### src/rtl/fifo_stream_if.sv
// Stream-side bundle for fifo_stream: write port, read port, flush/clear
// controls, status flags and sticky error flags.
//
// Handshake: a write transfers on a rising edge when i_Data_Valid=1 and
// o_Full=0 (o_Full acts as the inverted ready). A read pops on a rising edge
// when i_Read=1 and o_Empty=0 (o_Empty acts as the inverted valid of o_Data).
// A request made against the wrong flag is dropped and recorded in
// o_Overflow / o_Underflow.
interface fifo_stream_if #(
  parameter int DEPTH      = 4,
  parameter int DATA_WIDTH = 18
);
  localparam int CNT_WIDTH = $clog2(DEPTH + 1);

  logic                  i_Flush;
  logic                  i_Clear_Err;
  logic                  i_Data_Valid;
  logic [DATA_WIDTH-1:0] i_Data;
  logic                  o_Full;
  logic                  o_Almost_Full;
  logic                  i_Read;
  logic [DATA_WIDTH-1:0] o_Data;
  logic                  o_Empty;
  logic                  o_Almost_Empty;
  logic [CNT_WIDTH-1:0]  o_Count;
  logic                  o_Overflow;
  logic                  o_Underflow;

  // Producer/consumer side.
  modport master (
    output i_Flush, i_Clear_Err, i_Data_Valid, i_Data, i_Read,
    input  o_Full, o_Almost_Full, o_Data, o_Empty, o_Almost_Empty,
           o_Count, o_Overflow, o_Underflow
  );

  // FIFO side.
  modport slave (
    input  i_Flush, i_Clear_Err, i_Data_Valid, i_Data, i_Read,
    output o_Full, o_Almost_Full, o_Data, o_Empty, o_Almost_Empty,
           o_Count, o_Overflow, o_Underflow
  );
endinterface

### src/rtl/fifo_stream.sv
// fifo_stream: synchronous first-word-fall-through FIFO with arbitrary depth,
// occupancy count, almost-full/almost-empty flags, flush and sticky errors.
// Optional macro FIFO_DIAG_EN adds registered diagnostic outputs
// (o_Diag_State: 0=EMPTY 1=PARTIAL 2=FULL, plus both buffer addresses).
module fifo_stream #(
  parameter  int DEPTH        = 4,
  parameter  int DATA_WIDTH   = 18,
  parameter  int AFULL_LEVEL  = DEPTH - 1,
  parameter  int AEMPTY_LEVEL = 1,
  localparam int ADDR_WIDTH   = $clog2(DEPTH),
  localparam int CNT_WIDTH    = $clog2(DEPTH + 1)
) (
  input  logic                  i_Clk,
  input  logic                  i_Rst,
  fifo_stream_if.slave          bus
`ifdef FIFO_DIAG_EN
  ,
  output logic [1:0]            o_Diag_State,
  output logic [ADDR_WIDTH-1:0] o_Diag_Buf_W_Addr,
  output logic [ADDR_WIDTH-1:0] o_Diag_Buf_R_Addr
`endif
);

  localparam logic [ADDR_WIDTH-1:0] LAST_ADDR = ADDR_WIDTH'(DEPTH - 1);
  localparam logic [CNT_WIDTH-1:0]  FULL_CNT  = CNT_WIDTH'(DEPTH);
  localparam logic [CNT_WIDTH-1:0]  AFULL_CNT = CNT_WIDTH'(AFULL_LEVEL);
  localparam logic [CNT_WIDTH-1:0]  AEMPTY_CNT = CNT_WIDTH'(AEMPTY_LEVEL);
  localparam logic [CNT_WIDTH-1:0]  ONE_CNT   = CNT_WIDTH'(1);

  logic [DATA_WIDTH-1:0] mem [DEPTH];

  logic [ADDR_WIDTH-1:0] wr_ptr_q, wr_ptr_n;
  logic [ADDR_WIDTH-1:0] rd_ptr_q, rd_ptr_n;
  logic [CNT_WIDTH-1:0]  count_q, count_n;
  logic                  full_q, empty_q, afull_q, aempty_q;
  logic                  ovf_q, ovf_n, udf_q, udf_n;
  logic                  wr_acc, rd_acc, ovf_evt, udf_evt;

  // Explicit wrap so non-power-of-two depths work.
  function automatic logic [ADDR_WIDTH-1:0] ptr_inc(input logic [ADDR_WIDTH-1:0] p);
    return (p == LAST_ADDR) ? '0 : p + ADDR_WIDTH'(1);
  endfunction

  // Accept/reject decisions and next-state of pointers, count and errors.
  always_comb begin
    wr_acc   = bus.i_Data_Valid && !full_q;
    rd_acc   = bus.i_Read && !empty_q;
    ovf_evt  = bus.i_Data_Valid && full_q;
    udf_evt  = bus.i_Read && empty_q;
    wr_ptr_n = wr_ptr_q;
    rd_ptr_n = rd_ptr_q;
    count_n  = count_q;
    ovf_n    = ovf_q;
    udf_n    = udf_q;
    if (bus.i_Flush) begin
      // Flush discards this cycle's traffic and leaves the error flags alone.
      wr_ptr_n = '0;
      rd_ptr_n = '0;
      count_n  = '0;
    end else begin
      if (wr_acc) wr_ptr_n = ptr_inc(wr_ptr_q);
      if (rd_acc) rd_ptr_n = ptr_inc(rd_ptr_q);
      case ({wr_acc, rd_acc})
        2'b10:   count_n = count_q + ONE_CNT;
        2'b01:   count_n = count_q - ONE_CNT;
        default: count_n = count_q;
      endcase
      // Clear first so that a new error in the same cycle wins.
      if (bus.i_Clear_Err) begin
        ovf_n = 1'b0;
        udf_n = 1'b0;
      end
      if (ovf_evt) ovf_n = 1'b1;
      if (udf_evt) udf_n = 1'b1;
    end
  end

  // Control state register; flags are derived from the next count so they
  // line up with o_Count after every edge.
  always_ff @(posedge i_Clk) begin
    if (i_Rst) begin
      wr_ptr_q <= '0;
      rd_ptr_q <= '0;
      count_q  <= '0;
      empty_q  <= 1'b1;
      aempty_q <= 1'b1;
      full_q   <= 1'b0;
      afull_q  <= 1'b0;
      ovf_q    <= 1'b0;
      udf_q    <= 1'b0;
    end else begin
      wr_ptr_q <= wr_ptr_n;
      rd_ptr_q <= rd_ptr_n;
      count_q  <= count_n;
      empty_q  <= (count_n == '0);
      aempty_q <= (count_n <= AEMPTY_CNT);
      full_q   <= (count_n == FULL_CNT);
      afull_q  <= (count_n >= AFULL_CNT);
      ovf_q    <= ovf_n;
      udf_q    <= udf_n;
    end
  end

  // Storage write; contents are intentionally not reset.
  always_ff @(posedge i_Clk) begin
    if (!i_Rst && !bus.i_Flush && wr_acc) begin
      mem[wr_ptr_q] <= bus.i_Data;
    end
  end

  assign bus.o_Data         = mem[rd_ptr_q];
  assign bus.o_Count        = count_q;
  assign bus.o_Empty        = empty_q;
  assign bus.o_Almost_Empty = aempty_q;
  assign bus.o_Full         = full_q;
  assign bus.o_Almost_Full  = afull_q;
  assign bus.o_Overflow     = ovf_q;
  assign bus.o_Underflow    = udf_q;

`ifdef FIFO_DIAG_EN
  typedef enum logic [1:0] {
    ST_EMPTY   = 2'd0,
    ST_PARTIAL = 2'd1,
    ST_FULL    = 2'd2
  } diag_state_t;

  diag_state_t state_q, state_n;

  // Occupancy state register.
  always_ff @(posedge i_Clk) begin
    if (i_Rst) state_q <= ST_EMPTY;
    else       state_q <= state_n;
  end

  // Occupancy state follows the next count.
  always_comb begin
    state_n = ST_PARTIAL;
    if (count_n == '0)          state_n = ST_EMPTY;
    else if (count_n == FULL_CNT) state_n = ST_FULL;
  end

  assign o_Diag_State      = state_q;
  assign o_Diag_Buf_W_Addr = wr_ptr_q;
  assign o_Diag_Buf_R_Addr = rd_ptr_q;
`endif

endmodule
### src/flat_wrapper.sv
// flat-port wrapper written by rule: the top's interface ports become plain ports
module fifo_stream_flat 
#(
  parameter  int DEPTH        = 4,
  parameter  int DATA_WIDTH   = 18,
  parameter  int AFULL_LEVEL  = DEPTH - 1,
  parameter  int AEMPTY_LEVEL = 1,
  localparam int ADDR_WIDTH   = $clog2(DEPTH),
  localparam int CNT_WIDTH    = $clog2(DEPTH + 1)
)
  (i_Clk, i_Rst, bus_i_Flush, bus_i_Clear_Err, bus_i_Data_Valid, bus_i_Data, bus_i_Read, bus_o_Full, bus_o_Almost_Full, bus_o_Data, bus_o_Empty, bus_o_Almost_Empty, bus_o_Count, bus_o_Overflow, bus_o_Underflow);
  fifo_stream_if #(.DEPTH(DEPTH), .DATA_WIDTH(DATA_WIDTH)) bus_i ();
  input  logic i_Clk;
  input  logic i_Rst;
  input wire logic [$bits(bus_i.i_Flush)-1:0] bus_i_Flush;
  input wire logic [$bits(bus_i.i_Clear_Err)-1:0] bus_i_Clear_Err;
  input wire logic [$bits(bus_i.i_Data_Valid)-1:0] bus_i_Data_Valid;
  input wire logic [$bits(bus_i.i_Data)-1:0] bus_i_Data;
  input wire logic [$bits(bus_i.i_Read)-1:0] bus_i_Read;
  output wire logic [$bits(bus_i.o_Full)-1:0] bus_o_Full;
  output wire logic [$bits(bus_i.o_Almost_Full)-1:0] bus_o_Almost_Full;
  output wire logic [$bits(bus_i.o_Data)-1:0] bus_o_Data;
  output wire logic [$bits(bus_i.o_Empty)-1:0] bus_o_Empty;
  output wire logic [$bits(bus_i.o_Almost_Empty)-1:0] bus_o_Almost_Empty;
  output wire logic [$bits(bus_i.o_Count)-1:0] bus_o_Count;
  output wire logic [$bits(bus_i.o_Overflow)-1:0] bus_o_Overflow;
  output wire logic [$bits(bus_i.o_Underflow)-1:0] bus_o_Underflow;
  assign bus_i.i_Flush = bus_i_Flush;
  assign bus_i.i_Clear_Err = bus_i_Clear_Err;
  assign bus_i.i_Data_Valid = bus_i_Data_Valid;
  assign bus_i.i_Data = bus_i_Data;
  assign bus_i.i_Read = bus_i_Read;
  assign bus_o_Full = bus_i.o_Full;
  assign bus_o_Almost_Full = bus_i.o_Almost_Full;
  assign bus_o_Data = bus_i.o_Data;
  assign bus_o_Empty = bus_i.o_Empty;
  assign bus_o_Almost_Empty = bus_i.o_Almost_Empty;
  assign bus_o_Count = bus_i.o_Count;
  assign bus_o_Overflow = bus_i.o_Overflow;
  assign bus_o_Underflow = bus_i.o_Underflow;
  fifo_stream #(.DEPTH(DEPTH), .DATA_WIDTH(DATA_WIDTH), .AFULL_LEVEL(AFULL_LEVEL), .AEMPTY_LEVEL(AEMPTY_LEVEL)) u_core (.i_Clk(i_Clk), .i_Rst(i_Rst), .bus(bus_i));
endmodule
### config.mk
export PLATFORM = sky130hd
export DESIGN_NAME = fifo_stream_flat
export DESIGN_NICKNAME = d
export VERILOG_FILES = /design/src/rtl/fifo_stream_if.sv /design/src/rtl/fifo_stream.sv /design/src/flat_wrapper.sv
export SDC_FILE = /design/constraint.sdc
export NUM_CORES = 1
export LEC_CHECK = 0
export BUFFER_PORTS_ARGS = -buffer_cell sky130_fd_sc_hd__buf_2
export CAP_MARGIN = 20
export CELL_PAD_IN_SITES_DETAIL_PLACEMENT = 0
export CELL_PAD_IN_SITES_GLOBAL_PLACEMENT = 1
export CORE_MARGIN = 3
export CORE_UTILIZATION = 31
export CTS_BUF_LIST = sky130_fd_sc_hd__clkbuf_4
export DETAILED_ROUTE_END_ITERATION = 16
export MAX_ROUTING_LAYER = met4
export PLACE_DENSITY = 0.67
export SLEW_MARGIN = 30
export SYNTH_ARGS = -nofsm -noshare
export SYNTH_HDL_FRONTEND = slang
export SYNTH_SLANG_ARGS = --single-unit
### constraint.sdc
create_clock -name i_Clk -period 3.89 [get_ports i_Clk]
set_input_delay 0.389 -clock i_Clk [delete_from_list [all_inputs] [get_ports i_Clk]]
set_output_delay 0.389 -clock i_Clk [all_outputs]
set_load 0.05 [all_outputs]
==> Yosys cells after proc, flatten, opt, wreduce, memory -nomap -nowiden <==
Memory sizes are Yosys's and may differ from the RTL's. A register that Yosys moved wholly into a read port is not among the register bits.
Index checks and enable logic that the tools add are counted.
{ "totals": {"ram_bits": 72, "regBits": 13, "memories": 1, "input_bits": 24} }
{ "mem_list": {"columns": ["memory", "depth", "word_bits", "rd", "rd_ports_with_merged_regs", "write_ports", "line", "rtl"], "rows": [
  ["u_core.mem", 4, 18, 1, 1, 1, "fifo_stream.sv:30", "logic [DATA_WIDTH-1:0] mem [DEPTH];"]
]} }
{ "op_classes": {"n_lt_le_gt_ge": 2, "bitwise_logic": 1, "reduce_logical": 16, "addsub": 4, "mux": 11, "n_eq_ne": 5} }
{ "op_table": {"columns": ["cell", "count"], "rows": [
  ["$mux W2", 4],
  ["$eq A2 B2 Y1 const B", 3],
  ["$logic_and A1 B1 Y1", 6],
  ["$pmux W3 S2", 1],
  ["$mux W1", 5],
  ["$add A2 B1 Y2 const B", 2],
  ["$logic_not A1 Y1", 4],
  ["$reduce_and A2 Y1", 2],
  ["$reduce_bool A2 Y1", 2],
  ["$add A3 B1 Y3 const B", 1],
  ["$eq A3 B3 Y1 const B", 1],
  ["$ge A3 B2 Y1 const B", 1],
  ["$le A3 B1 Y1 const B", 1],
  ["$logic_not A3 Y1", 1],
  ["$mux W3", 1],
  ["$sub A3 B1 Y3 const B", 1],
  ["$eq A2 B1 Y1 const B", 1],
  ["$reduce_or A2 Y1", 1],
  ["$not A1 Y1", 1]
]} }

==> Logic depth before layout (Yosys ltp) <==
{ "logic_depth": {"word_depth": 6, "ltp_mapped": 8, "ltp_nobuf": 8} }

==> Worst setup path before layout <==
Ideal clock, no wire load.
{ "synth_timing": {"path_type": "register to register", "from": "reg u_core.empty_q (netlist: u_core.bus.o_Empty)", "to": "reg u_core.full_q (netlist: u_core.bus.o_Full)", "path_buffers": 0, "arrival_time_ns": 2.278, "stages_incl_launch_ff": 9, "period_less_slack_ns": 2.337, "setup_ns": 0.059, "path_slack_ns": 1.553, "t_required_ns": 3.831, "cell_sequence": "dfxtp_1 nand2b_1 inv_1 ha_1 fa_1 xnor2_1 or3_4 a21oi_4 o31a_1"} }
{ "synth_via": {"elab_chain_len": 6, "elab_cells_between_ends": 7, "classes_between": "eq/ne (3); mux (2); reduce/logical (2)"} }
{ "synth_lines": {"columns": ["item", "line", "rtl"], "rows": [
  ["start, declared", "fifo_stream.sv:35", "logic full_q, empty_q, afull_q, aempty_q;"],
  ["start signal, assigned", "fifo_stream.sv:95", "empty_q <= (count_n == '0);"],
  ["$logic_not A1 Y1 (*)", "fifo_stream.sv:47", "rd_acc = bus.i_Read && !empty_q;"],
  ["$logic_and A1 B1 Y1 (*)", "fifo_stream.sv:47", null],
  ["$eq A2 B1 Y1 / $eq A2 B2 Y1 (equally long branches)", "fifo_stream.sv:63", "case ({wr_acc, rd_acc})"],
  ["$pmux W3 S2 (*)", "fifo_stream.sv:63", null],
  ["$mux W3 (*)", "fifo_stream.sv:55", "if (bus.i_Flush) begin"],
  ["$eq A3 B3 Y1 (*)", "fifo_stream.sv:97", "full_q <= (count_n == FULL_CNT);"],
  ["end signal, assigned", "fifo_stream.sv:97", null],
  ["end, declared", "fifo_stream.sv:35", null]
]} }
Every way passes the cells marked *; elsewhere a longest branch is shown, timed or not.
A chain may end at the register's enable or synchronous reset.

==> out/metrics.cfg <==
[critical_path]
arrival_ns=2.03
critPathBufInv=1
critPathTopFamily=flip-flops
path_max_fanout=18
crit_required_ns=3.50
ff2ff_setup_slack_ns=1.60
start_kind=flip-flop
worst_path_max_delay_cell=dfxtp_1
path_cells=mux4_2, buf_2
critPathMaxStageDelay_ns=0.94
cp-end-kind=primary output
path_class=reg -> out

[power_and_ir_drop]
power.switching_mw=0.375
swShare_pct=22.1
power.static_leakage_nw=1.33
seq_power_share_pct=60.4
ir_drop_v=0.000179
pwr-share-comb_pct=7.0
clkPwrFrac_pct=32.7
cellPowerDensity_mw_per_mm2=445
totalPowerFinal_mw=1.70
p_int_mw=1.32

[clock_network]
cts_tree=yes
clock-sinks=87
cts-root-buf=clkbuf_4
cts_buffer_depth=2
clk_latency_ns=0.42
clk_pin_slew_ns=0.14
cts_resized=0
holdBufCountCts=0
cts-htree-levels=3
cts_buffers=9
cts_setup_buffers=0

[routing]
wl_per_cell_um=15.3
vias=1574
wl_um=5540
vias_per_cell=4.36
drc=0
first_pass_iters=4
drt_iter0_markers=55
antenna_left=0

[sta]
setup_ws_ns=1.47
fmax_ghz=0.413
finalCriticalPeriod_ns=2.42
post-route-period-util_pct=62.3
report.final.hold_viol_count=0
maxSlewViolCount=0
rsz0062_at_grt=false
fin_skew_ns=0.0213
maxSlewHeadroom_pct=39.5
finalSetupViolations=0
worst_slew_pin_slew_ns=0.906
fin_setup_tns_ns=0

[global_route]
first_global_vias=1713
grt.overflow.total=0
grt_pass1_wl_um=9040
antenna_found_initial=1
grt_max_degree=19
grt_usage_pct=10.8

[floorplan]
die_y_um=109
start_util_pct=32.6
dieWidth_um=109
die-area_mm2=0.0118
num_rows=36
io-pin-count=51
core_area_mm2=0.0100

[yosys]
seq_area_frac_synth_pct=75.5
syn-instance-count=165
synth-seq-cells=87
syn_area_mm2=0.00326
yosysWarnings=0
avgSynthCellArea_um2=19.8
yosysUniqueCellTypes=28
syn_nets=196

[placed_design]
place_congestion=0.712
hpwl_um=3640
place_ws_ns=1.41
io_buffers=50

[run_status]
status=finished, final reports clean

[run]
cap_violations=0

[layout]
multi_input_area_um2=756
synthToLayoutAreaGrowth_pct=17.1
layout-drive-gt1-share_pct=39.6
nNetsFinal=253
fillers=955
regArea_mm2=0.00246

[hold_path]
holdCritPathClass=in -> reg

==> cell usage in the layout, fill, tap and decap left out <==
cell       instances
edfxtp_1          72
buf_2             50
mux4_2            18
dfxtp_1           15
nor2_1            11
clkbuf_4          10
a21oi_1            6
nand2_1            6
ha_1               6
and3_2             4
inv_1              3
nor3_1             3
nand2b_1           2
nor3b_1            2
clkinv_1           2
clkinv_4           2
bufinv_16          2
diode_2            1
nor2b_1            1
inv_2              1
or2_1              1
xor2_1             1
mux2i_1            1
xnor2_1            1
o21ai_1            1
or3_4              1
a21oi_4            1
a21o_1             1
o31a_1             1
fa_1               1
buf_4              1
==> path summary, 6_finish.rpt <==
kind	start	to	cells past startpoint
worst min register to register	u_core.rd_ptr_q[1]	u_core.rd_ptr_q[1]	2
worst min-delay path	i_Rst	u_core.bus.o_Underflow	2
worst max register to register	u_core.bus.o_Full	u_core.bus.o_Full	8
worst max-delay path	flip-flop	bus_o_Data[17]	2
==> cells in the mapped netlist <==
cell,n,share of area (%)
edfxtp_1,72,66
mux4_2,18,12
dfxtp_1,15,9.2
nor2_1,11,1.3
a21oi_1,6,0.92
ha_1,6,2.3
nand2_1,6,0.69
and3_1,4,0.77
inv_1,3,0.35
nor3_1,3,0.46
buf_2,2,0.31
nand2b_1,2,0.38
nor3b_1,2,0.46
a21o_1,1,0.23
a21oi_4,1,0.50
buf_4,1,0.23
buf_6,1,0.35
clkbuf_2,1,0.15
fa_1,1,0.61
inv_2,1,0.11
mux2i_1,1,0.31
nor2b_1,1,0.19
o21ai_1,1,0.15
o31a_1,1,0.27
or2_1,1,0.19
or3_4,1,0.35
xnor2_1,1,0.27
xor2_1,1,0.27
==> per-stage QoR <==
stage / hold slack (ns) / area, um^2 / utilization [%] / cells
2_1_floorplan: 0.454 / 3260 / - / 165
3_3_place_gp: 0.477 / 3650 / 36.5 / 344
3_5_place_dp: 0.474 / 3660 / 36.6 / 344
4_1_cts: 0.135 / 3820 / 38.2 / 360
5_1_grt: 0.134 / 3820 / 38.2 / 361
6_report: 0.169 / 3820 / 38.2 / 361
==> kinds of logic after synthesis <==
logic type / count (synthesis) / share of synthesized area (%)
AO/OA/AOI/OAI: 10 / 2.07
XOR/XNOR: 2 / 0.537
adder cells (fa/ha/maj): 7 / 2.92
buffers and inverters: 9 / 1.50
flip-flops: 87 / 75.5
multiplexers: 19 / 12.7
AND/OR/NAND/NOR: 31 / 4.76
==> power by group through the flow <==
stage | combinational (mW) | clock (mW) | sequential, mW
2_1_floorplan | 0.0671 | 0 | 1.06
3_3_place_gp | 0.119 | 0 | 1.05
3_5_place_dp | 0.120 | 0 | 1.05
4_1_cts | 0.120 | 0.573 | 1.03
5_1_grt | 0.129 | 0.615 | 1.03
6_report | 0.118 | 0.555 | 1.03
==> per-layer routing <==
layer  vias up  GRT usage [%]  wire [um]
met5         -              -          0
met4         0           2.43         51
met3         5           4.84        341
met2        41           17.0       2740
met1       764           12.8       2410
li1        764              -          -
==> state kept, by name, summed over array words and instances, names as in the netlist, named ones only <==
signal	cells
u_core.bus.o_Empty	1
u_core.bus.o_Underflow	1
u_core.bus.o_Overflow	1
u_core.rd_ptr_q	2
u_core.bus.o_Count	3
u_core.bus.o_Almost_Empty	1
u_core.wr_ptr_q	2
u_core.mem	72
u_core.bus.o_Full	1
u_core.bus.o_Almost_Full	1
==> area by class of cell <==
| cell class | count | area share, % |
|---|---|---|
| Sequential cell | 87 | 64.5 |
| Multi-Input combinational cell | 69 | 19.8 |
| Clock inverter | 6 | 2.23 |
| Tap cell | 133 | 4.36 |
| Inverter | 4 | 0.393 |
| Timing Repair Buffer | 51 | 6.75 |
| Antenna cell | 1 | 0.0655 |
| Clock buffer | 10 | 1.97 |
Note: power is estimated with default switching activity, not from simulation.
